**src/rtl/fetch_sequencer_pkg.sv**
```systemverilog
// Shared types and constants for the instruction-fetch / PC-sequencing stage.
package fetch_pkg;

    // state | meaning
    // IDLE  | one-cycle settle after reset, then fetch
    // FETCH | imem_req high, waiting for imem_ack
    // EXEC  | IR valid, waiting for the datapath to finish
    // HALT  | trapped, frozen until reset
    typedef enum logic [1:0] {
        IDLE  = 2'd0,
        FETCH = 2'd1,
        EXEC  = 2'd2,
        HALT  = 2'd3
    } state_t;

    localparam logic [1:0] TRAP_NONE     = 2'b00;
    localparam logic [1:0] TRAP_MISALIGN = 2'b01;
    localparam logic [1:0] TRAP_TIMEOUT  = 2'b10;

    localparam int OP_MSB    = 31;
    localparam int OP_LSB    = 26;
    localparam int FUNCT_MSB = 5;
    localparam int FUNCT_LSB = 0;
    localparam int JIDX_MSB  = 25;
    localparam int IMM_MSB   = 15;

    function automatic logic [31:0] branch_offset(input logic [15:0] imm);
        return {{14{imm[15]}}, imm, 2'b00};
    endfunction

endpackage

```
**src/rtl/fetch_sequencer_if.sv**
```systemverilog
// Instruction-memory request/acknowledge bus between the fetch stage and imem.
interface fetch_sequencer_if;
    logic        imem_req;
    logic [31:0] imem_addr;
    logic        imem_ack;
    logic [31:0] imem_rdata;

    modport master (
        output imem_req,
        output imem_addr,
        input  imem_ack,
        input  imem_rdata
    );

    modport slave (
        input  imem_req,
        input  imem_addr,
        output imem_ack,
        output imem_rdata
    );
endinterface

```
**src/rtl/fetch_sequencer_next_pc_logic.sv**
```systemverilog
// Next-PC target computation with priority jr > jump > branch-taken > pc+4.
import fetch_pkg::*;

module next_pc_logic (
    input  logic [31:0]       pc,
    input  logic [JIDX_MSB:0] target_field,
    input  logic [31:0]       rs_val,
    input  logic              branch,
    input  logic              ne,
    input  logic              jump,
    input  logic              jr,
    input  logic              zero,
    output logic [31:0]       pc_plus4,
    output logic [31:0]       next_pc
);
    logic [31:0] jump_target;
    logic [31:0] branch_target;
    logic        taken;

    assign pc_plus4      = pc + 32'd4;
    assign jump_target   = {pc_plus4[31:28], target_field, 2'b00};
    assign branch_target = pc_plus4 + branch_offset(target_field[IMM_MSB:0]);
    // ne inverts the sense of zero so one compare serves both beq and bne
    assign taken         = branch & (zero ^ ne);

    always_comb begin
        next_pc = pc_plus4;
        if (jr) begin
            next_pc = rs_val;
        end else if (jump) begin
            next_pc = jump_target;
        end else if (taken) begin
            next_pc = branch_target;
        end
    end
endmodule

```
**src/rtl/fetch_sequencer.sv**
```systemverilog
// Fetch stage: owns PC and IR, fetches over the imem handshake, sequences the PC.
import fetch_pkg::*;

module fetch_sequencer #(
    parameter logic [31:0] RESET_PC = 32'h0000_0000,
    parameter int          MAX_WAIT = 15
) (
    input  logic                clk,
    input  logic                reset_n,
    fetch_sequencer_if.master   imem,
    output logic [31:0]         instr,
    output logic [5:0]          op,
    output logic [5:0]          funct,
    output logic                instr_valid,
    input  logic                branch,
    input  logic                ne,
    input  logic                jump,
    input  logic                jr,
    input  logic                link,
    input  logic                zero,
    input  logic [31:0]         rs_val,
    input  logic                exec_stall,
    output logic [31:0]         pc,
    output logic [31:0]         pc_plus4,
    output logic                trap,
    output logic [1:0]          trap_cause
);
    localparam int CW = $clog2(MAX_WAIT + 1);

    state_t        state;
    logic          req_q;
    logic [CW-1:0] wait_cnt;
    logic [31:0]   next_pc;
    logic          unused_link;

    // link only steers the register write elsewhere; pc_plus4 is the value it needs
    assign unused_link    = link;

    assign imem.imem_req  = req_q;
    assign imem.imem_addr = pc;
    assign op             = instr[OP_MSB:OP_LSB];
    assign funct          = instr[FUNCT_MSB:FUNCT_LSB];

    next_pc_logic u_next_pc (
        .pc           (pc),
        .target_field (instr[JIDX_MSB:0]),
        .rs_val       (rs_val),
        .branch       (branch),
        .ne           (ne),
        .jump         (jump),
        .jr           (jr),
        .zero         (zero),
        .pc_plus4     (pc_plus4),
        .next_pc      (next_pc)
    );

    always_ff @(posedge clk or negedge reset_n) begin
        if (!reset_n) begin
            state       <= IDLE;
            pc          <= RESET_PC;
            instr       <= 32'h0;
            instr_valid <= 1'b0;
            req_q       <= 1'b0;
            trap        <= 1'b0;
            trap_cause  <= TRAP_NONE;
            wait_cnt    <= '0;
        end else begin
            case (state)
                IDLE: begin
                    req_q <= 1'b1;
                    state <= FETCH;
                end
                FETCH: begin
                    if (imem.imem_ack) begin
                        instr       <= imem.imem_rdata;
                        instr_valid <= 1'b1;
                        wait_cnt    <= '0;
                        req_q       <= 1'b0;
                        state       <= EXEC;
                    end else if (wait_cnt == CW'(MAX_WAIT - 1)) begin
                        // this cycle is the MAX_WAIT-th without an ack
                        wait_cnt <= wait_cnt + CW'(1);
                        trap     <= 1'b1;
                        if (trap_cause == TRAP_NONE) begin
                            trap_cause <= TRAP_TIMEOUT;
                        end
                        req_q <= 1'b0;
                        state <= HALT;
                    end else begin
                        wait_cnt <= wait_cnt + CW'(1);
                    end
                end
                EXEC: begin
                    if (!exec_stall) begin
                        instr_valid <= 1'b0;
                        if (next_pc[1:0] != 2'b00) begin
                            trap <= 1'b1;
                            if (trap_cause == TRAP_NONE) begin
                                trap_cause <= TRAP_MISALIGN;
                            end
                            req_q <= 1'b0;
                            state <= HALT;
                        end else begin
                            pc    <= next_pc;
                            req_q <= 1'b1;
                            state <= FETCH;
                        end
                    end
                end
                HALT: begin
                    req_q       <= 1'b0;
                    instr_valid <= 1'b0;
                end
                default: begin
                    req_q <= 1'b0;
                    state <= HALT;
                end
            endcase
        end
    end
endmodule
```
**src/flat_wrapper.sv**
```systemverilog
// flat-port wrapper written by rule: the top's interface ports become plain ports
module fetch_sequencer_flat 
#(
    parameter logic [31:0] RESET_PC = 32'h0000_0000,
    parameter int          MAX_WAIT = 15
)
  (clk, reset_n, instr, op, funct, instr_valid, branch, ne, jump, jr, link, zero, rs_val, exec_stall, pc, pc_plus4, trap, trap_cause, imem_imem_req, imem_imem_addr, imem_imem_ack, imem_imem_rdata);
  fetch_sequencer_if imem_i ();
  input  logic clk;
  input  logic reset_n;
  output logic [31:0] instr;
  output logic [5:0] op;
  output logic [5:0] funct;
  output logic instr_valid;
  input  logic branch;
  input  logic ne;
  input  logic jump;
  input  logic jr;
  input  logic link;
  input  logic zero;
  input  logic [31:0] rs_val;
  input  logic exec_stall;
  output logic [31:0] pc;
  output logic [31:0] pc_plus4;
  output logic trap;
  output logic [1:0] trap_cause;
  output wire logic [$bits(imem_i.imem_req)-1:0] imem_imem_req;
  output wire logic [$bits(imem_i.imem_addr)-1:0] imem_imem_addr;
  input wire logic [$bits(imem_i.imem_ack)-1:0] imem_imem_ack;
  input wire logic [$bits(imem_i.imem_rdata)-1:0] imem_imem_rdata;
  assign imem_imem_req = imem_i.imem_req;
  assign imem_imem_addr = imem_i.imem_addr;
  assign imem_i.imem_ack = imem_imem_ack;
  assign imem_i.imem_rdata = imem_imem_rdata;
  fetch_sequencer #(.RESET_PC(RESET_PC), .MAX_WAIT(MAX_WAIT)) u_core (.clk(clk), .reset_n(reset_n), .imem(imem_i), .instr(instr), .op(op), .funct(funct), .instr_valid(instr_valid), .branch(branch), .ne(ne), .jump(jump), .jr(jr), .link(link), .zero(zero), .rs_val(rs_val), .exec_stall(exec_stall), .pc(pc), .pc_plus4(pc_plus4), .trap(trap), .trap_cause(trap_cause));
endmodule
```
**config.mk**
```make
export PLATFORM = sky130hd
export DESIGN_NAME = fetch_sequencer_flat
export DESIGN_NICKNAME = d
export VERILOG_FILES = /design/src/rtl/fetch_sequencer_pkg.sv /design/src/rtl/fetch_sequencer_if.sv /design/src/rtl/fetch_sequencer_next_pc_logic.sv /design/src/rtl/fetch_sequencer.sv /design/src/flat_wrapper.sv
export SDC_FILE = /design/constraint.sdc
export NUM_CORES = 1
export LEC_CHECK = 0
export CORE_ASPECT_RATIO = 0.75
export CORE_MARGIN = 2
export CORE_UTILIZATION = 47
export CTS_CLUSTER_SIZE = 12
export DETAILED_ROUTE_END_ITERATION = 8
export PLACE_DENSITY = 0.82
export SYNTH_ARGS = -nofsm -noshare
export SYNTH_HDL_FRONTEND = slang
export SYNTH_SLANG_ARGS = --single-unit
```
**constraint.sdc**
```tcl
create_clock -name clk -period 5.2 [get_ports clk]
set_clock_uncertainty 0.2 [all_clocks]
set_input_delay 1.04 -clock clk [delete_from_list [all_inputs] [get_ports clk]]
set_output_delay 1.04 -clock clk [all_outputs]
set_load 0.01 [all_outputs]
```
**After elaboration in Yosys (flattened, before gate mapping)**

Index checks and enable logic that the tools add are counted.

- RAM bits: 0
- Bits of input ports: 74
- Memories: 0
- ROM bits: 0
- Latch bits: 0
- Bits in registers: 75

- Shift operators: 0
- Divide/modulo/power cells: 0
- Bitwise gates (word level): 4
- Muxes and demuxes: 29
- $lt $le $gt $ge: 0
- Reductions and logical operators: 13
- Add/sub/neg operators: 3
- Equal/unequal tests: 12
- $mul: 0

Operators by type and width:

| operator | count |
|---|---|
| $mux W32 | 3 |
| $add A32 B3 Y32 const B | 1 |
| $add A32 B32 Y32 | 1 |
| $mux W2 | 10 |
| $mux W1 | 10 |
| $reduce_and A3 Y1 | 3 |
| $ne A2 B1 Y1 const B | 4 |
| $reduce_and A7 Y1 | 1 |
| $ne A2 B2 Y1 const B | 3 |
| $pmux W2 S3 | 1 |
| $reduce_bool A3 Y1 | 2 |
| $reduce_and A5 Y1 | 1 |
| $add A4 B1 Y4 const B | 1 |
| $eq A2 B2 Y1 const B | 2 |
| $eq A4 B4 Y1 const B | 1 |
| $logic_not A2 Y1 | 2 |
| $mux W4 | 1 |
| $pmux W1 S4 | 1 |
| $pmux W2 S2 | 1 |
| $reduce_and A2 Y1 | 2 |
| $reduce_bool A2 Y1 | 2 |
| $ne A3 B2 Y1 const B | 1 |
| $pmux W1 S3 | 1 |
| $eq A2 B1 Y1 const B | 1 |
| other kinds (4) | 5 |

**Longest topological paths before layout**

- Word-level depth: 9
- Depth in mapped cells: 16

**Hierarchy**

Synthesis repeated with hierarchy kept, for this count alone.

- Cell total of the unflattened synthesis: 696
- Area total of the unflattened synthesis: 6409.9 um^2

Modules (own cells, without submodules):

| module | cells an instance | area an instance (um^2) | instances | seq. area each (um^2) |
|---|---|---|---|---|
| fetch_sequencer | 243 | 3340.7 | 1 | 1876.8 |
| next_pc_logic | 453 | 3069.2 | 1 | 0.0 |

**Worst setup path after synthesis**

Ideal clock, no wire load.

- Path kind: register to register
- Start point: reg u_core.pc[4] (netlist: u_core.imem.imem_addr[4])
- End point: reg u_core.pc[23] (netlist: u_core.imem.imem_addr[23])
- Cell stages (with the launch flop): 15
- Slack: 1250 ps
- Arrival time: 3675 ps
- Required time: 4926 ps
- Path through: dfrtp_1 -> nand3_1 -> nor4_4 -> nand3_1 -> nor2_1 -> xor2_1 -> ha_1 -> o21ai_0 -> o21bai_2 -> a21o_1 -> a2111o_1 -> a31oi_1 -> a21oi_1 -> o41a_1 -> o21ai_2

- Word-level cells in the longest chain between the ends: 5

RTL lines:

| item | line | RTL |
|---|---|---|
| start: declaration | fetch_sequencer.sv:23 | `output logic [31:0] pc,` |
| start signal: assignment | fetch_sequencer.sv:104 | `pc <= next_pc;` |
| $add A32 B3 Y32 | fetch_sequencer_next_pc_logic.sv:20 | `assign pc_plus4 = pc + 32'd4;` |
| net pc_plus4[17] | flat_wrapper.sv:24 | `output logic [31:0] pc_plus4;` |
| $add A32 B32 Y32 | fetch_sequencer_next_pc_logic.sv:22 | `assign branch_target = pc_plus4 + branch_offset(target_field[IMM_MSB:0]);` |
| $mux W32 | fetch_sequencer_next_pc_logic.sv:32 | `end else if (taken) begin` |
| $mux W32 | fetch_sequencer_next_pc_logic.sv:30 | `end else if (jump) begin` |
| $mux W32 | fetch_sequencer_next_pc_logic.sv:28 | `if (jr) begin` |

The timed path passes the listed nets, and every way through them passes these cells.
A chain may end at the register's enable or synchronous reset.

**Worst setup path in the final report**

- Start point: reg u_core.pc[4] (netlist: u_core.imem.imem_addr[4])
- End point: reg u_core.pc[23] (netlist: u_core.imem.imem_addr[23])

- Word-level cells in the longest chain between the ends: 5

RTL lines:

| item | line |
|---|---|
| $add A32 B3 Y32 * | fetch_sequencer_next_pc_logic.sv:20 |
| $add A32 B32 Y32 | fetch_sequencer_next_pc_logic.sv:22 |
| $mux W32 * | fetch_sequencer_next_pc_logic.sv:32 |
| $mux W32 * | fetch_sequencer_next_pc_logic.sv:30 |
| $mux W32 * | fetch_sequencer_next_pc_logic.sv:28 |

Every way passes the cells marked *; elsewhere a longest branch is shown, timed or not.

==> flow_summary.yaml <==
placed_design:
  gp_congestion: 0.968
  portBuffers: 217
  post_dp_cell_area_um2: 8450
  dpl.hpwl_mm: 16.2
logic_synthesis:
  netlist_top_cells_count: "75 x dfrtp_1, 65 x a21oi_1, 62 x nand2_1, 52 x nor2_1, 49 x o21ai_0"
  ys_ff_latch: 75
  yosys.area.top_type_share_pct: 29.0
  ys_seq_area_share_pct: 29.0
  yosysWarnings: 0
  syn_area_um2: 6480
  synth_edf_count: 0
  async_flop_share_pct: 100
  yosysMostFrequentCell: "dfrtp_1"
  synth_area_leaders: "dfrtp_1 29%, ha_1 8.3%, mux2_2 5.7%"
  synthesis.nets: 881
  postSynthCellCount: 763
  avgSynthCellArea_um2: 8.49
  yosysTopAreaCell: "dfrtp_1"
  synth_cell_type_count: 69
  synth_flop_cell: "dfrtp_1"
setup_path:
  r2r_slack_ns: 0.86
  setup.worst_path.class: "flop to flop"
  crit_fanout: 8
  reg2regPathDepth: 13
  arrival_ns: 4.36
  setup.worst_path.end_class: "flop"
  cp.required_ns: 5.22
  reg2reg_to: "u_core.imem.imem_addr[23]"
  rr_startpoint: "u_core.imem.imem_addr[4]"
  critical_path.startpoint_type: "flop"
grt:
  antenna_found_initial: 0
  grt_max_degree: 76
  grt_pass1_vias: 6293
  grtUsageTotal_pct: 29.5
  gr-total-overflow: 0
  grt_pass1_wl_mm: 34.7
floorplan:
  core-area_um2: 13600
  die_h_um: 106
  die-area_um2: 14700
  initial_core_util_pct: 47.6
  die_w_um: 140
  placementRows: 37
  io-pin-count: 219
timing:
  tns_ns: 0
  worst_slew_pin_slew_ns: 0.999
  max_freq_mhz: 230
  hold_violations: 0
  slew_violations: 0
  setup_violations: 0
  rsz0062_at_grt: "no"
  fin_crit_ns: 4.34
  period_share_pct: 83.5
  whs_ns: 0.273
  slew_headroom_pct: 33.4
run_status:
  status: "finished clean"
min_path:
  hold_class: "flop to flop"
  worstHoldPathCells: 1
  min_from: "u_core.trap"
  whs_endpoint: "u_core.trap"
layout:
  layout.nets: 1035
  finalInstanceArea_um2: 8750
  fill_cells: 1170
  layout-area-overhead-vs-synth_pct: 35.1
  drive_above_1_share_pct: 8.57
  finish.utilization_pct: 64.3
  diodes: 0
detailed_routing:
  ant_nets: 0
  vias: 6588
  drc: 0
  wl_mm: 21.8
  drt-wirelength-per-cell_um: 19.9
  vias_per_cell: 6.01
  dr.pass1.iters: 6
  drt_iter0_drc: 582
power:
  p_per_area_nw_per_um2: 724
  peakVddDrop_mv: 0.384
  static-leakage-power_nw: 3.66
cts:
  cts_tree: "built"
  root_buffer: "clkbuf_16"
  numCtsBuffers: 9
  clk_latency_ns: 0.35
  cts_sinks: 75
  htree_num_levels: 3
  ctsResizeCount: 0
  clockBufferDepth: 2
  hold_buffers: 0
  cts_setup_buffers: 0
  path_clk_slew_ns: 0.07
run:
  maxCapViolCount: 0
==> where the power goes <==
group | leakage, nW | internal (W) | switching, W
Sequential | 0.899 | 0.000846 | 0.000455
Combinational | 2.61 | 0.00217 | 0.00220
Clock | 0.151 | 0.000380 | 0.000285
==> cell usage in the layout, fill, tap and decap left out, drive strengths merged, types with 4 or more instances in the layout <==
| cell | netlist | layout |
|---|---|---|
| a211o | 5 | 5 |
| a211oi | 11 | 11 |
| a21o | 14 | 14 |
| a21oi | 65 | 65 |
| a31oi | 14 | 14 |
| and2 | 11 | 11 |
| and3 | 17 | 17 |
| and4 | 9 | 9 |
| buf | 53 | 11 |
| clkbuf | 31 | 9 |
| clkdlybuf4s50 | 0 | 216 |
| dfrtp | 75 | 75 |
| ha | 43 | 43 |
| inv | 20 | 23 |
| mux2 | 33 | 33 |
| mux2i | 6 | 6 |
| nand2 | 62 | 62 |
| nand3 | 27 | 27 |
| nand4 | 13 | 13 |
| nor2 | 52 | 52 |
| nor2b | 6 | 6 |
| nor3 | 8 | 8 |
| nor3b | 5 | 5 |
| o211ai | 10 | 10 |
| o21a | 5 | 5 |
| o21ai | 50 | 50 |
| o21bai | 5 | 5 |
| o221ai | 5 | 5 |
| o22ai | 14 | 14 |
| o31ai | 4 | 4 |
| xnor2 | 32 | 32 |
| xor2 | 17 | 17 |
==> area by class of cell <==
class	count	area, um^2	area share (%)
Tap cell	175	219	2.50
Timing Repair Buffer	227	2240	25.6
Inverter	20	75.1	0.858
Clock buffer	9	225	2.57
Sequential cell	75	1880	21.4
Multi-Input combinational cell	584	4030	46.0
Clock inverter	7	82.6	0.943
==> through the flow <==
step,std cells,total power [W],setup slack (ns)
6_report,1097,0.00634,0.861
5_1_grt,1097,0.00679,0.503
4_1_cts,1097,0.00629,0.908
3_5_place_dp,1081,0.00558,0.969
3_3_place_gp,1081,0.00552,0.967
2_1_floorplan,763,0.00402,1.25
==> per-layer routing <==
metal	GRT usage, %	vias up	wire [um]
li1	-	3068	-
met1	42.3	3159	10100
met2	45.8	329	9610
met3	5.59	32	1740
met4	8.00	0	388
met5	0	-	0
==> flip-flops by register name, indices dropped and copies added (netlist names) <==
| signal | cells |
|---|---|
| u_core.wait_cnt | 4 |
| u_core.instr_valid | 1 |
| u_core.state | 2 |
| u_core.imem.imem_addr | 32 |
| u_core.imem.imem_req | 1 |
| u_core.trap | 1 |
| u_core.trap_cause | 2 |
| u_core.instr | 32 |
==> cells by family (layout without fill, tap and decap cells) <==
kind of cell    count (synthesis)  after routing  synth area share, %
compound gates                227            227                 22.5
simple gates                  225            225                 17.7
buf+inv                       104            263                 8.85
flops                          75             75                 29.0
xor+xnor                       49             49                 6.74
fa+ha+maj                      44             44                 8.62
mux                            39             39                 6.66
==> worst max-delay path by stage <==
| stage | start | end | slack (ns) | depth (start not counted) |
|---|---|---|---|---|
| final | u_core.imem.imem_addr[4] | u_core.imem.imem_addr[23] | 0.86 | 13 |
| after floorplan | u_core.imem.imem_addr[4] | u_core.imem.imem_addr[23] | 1.25 | 14 |
| after CTS | u_core.imem.imem_addr[4] | u_core.imem.imem_addr[23] | 0.91 | 13 |
| after global routing | u_core.imem.imem_addr[4] | u_core.imem.imem_addr[23] | 0.50 | 14 |
| after global placement | u_core.imem.imem_addr[4] | u_core.imem.imem_addr[22] | 0.97 | 13 |
| after detailed placement | u_core.imem.imem_addr[4] | u_core.imem.imem_addr[23] | 0.97 | 13 |
==> critical path, stage by stage (launching register included) <==
cell       delay (ns)
dfrtp_1          0.51
nand3_1          0.23
nor4_4           0.48
nand3_1          0.22
nor2_1           0.16
xor2_1           0.30
ha_1             0.35
o21ai_0          0.23
o21bai_2         0.12
a21o_1           0.20
a2111o_1         0.46
a2111oi_0        0.49
o41a_1           0.20
o21ai_2          0.05
Power figures use the tool's default switching activity.
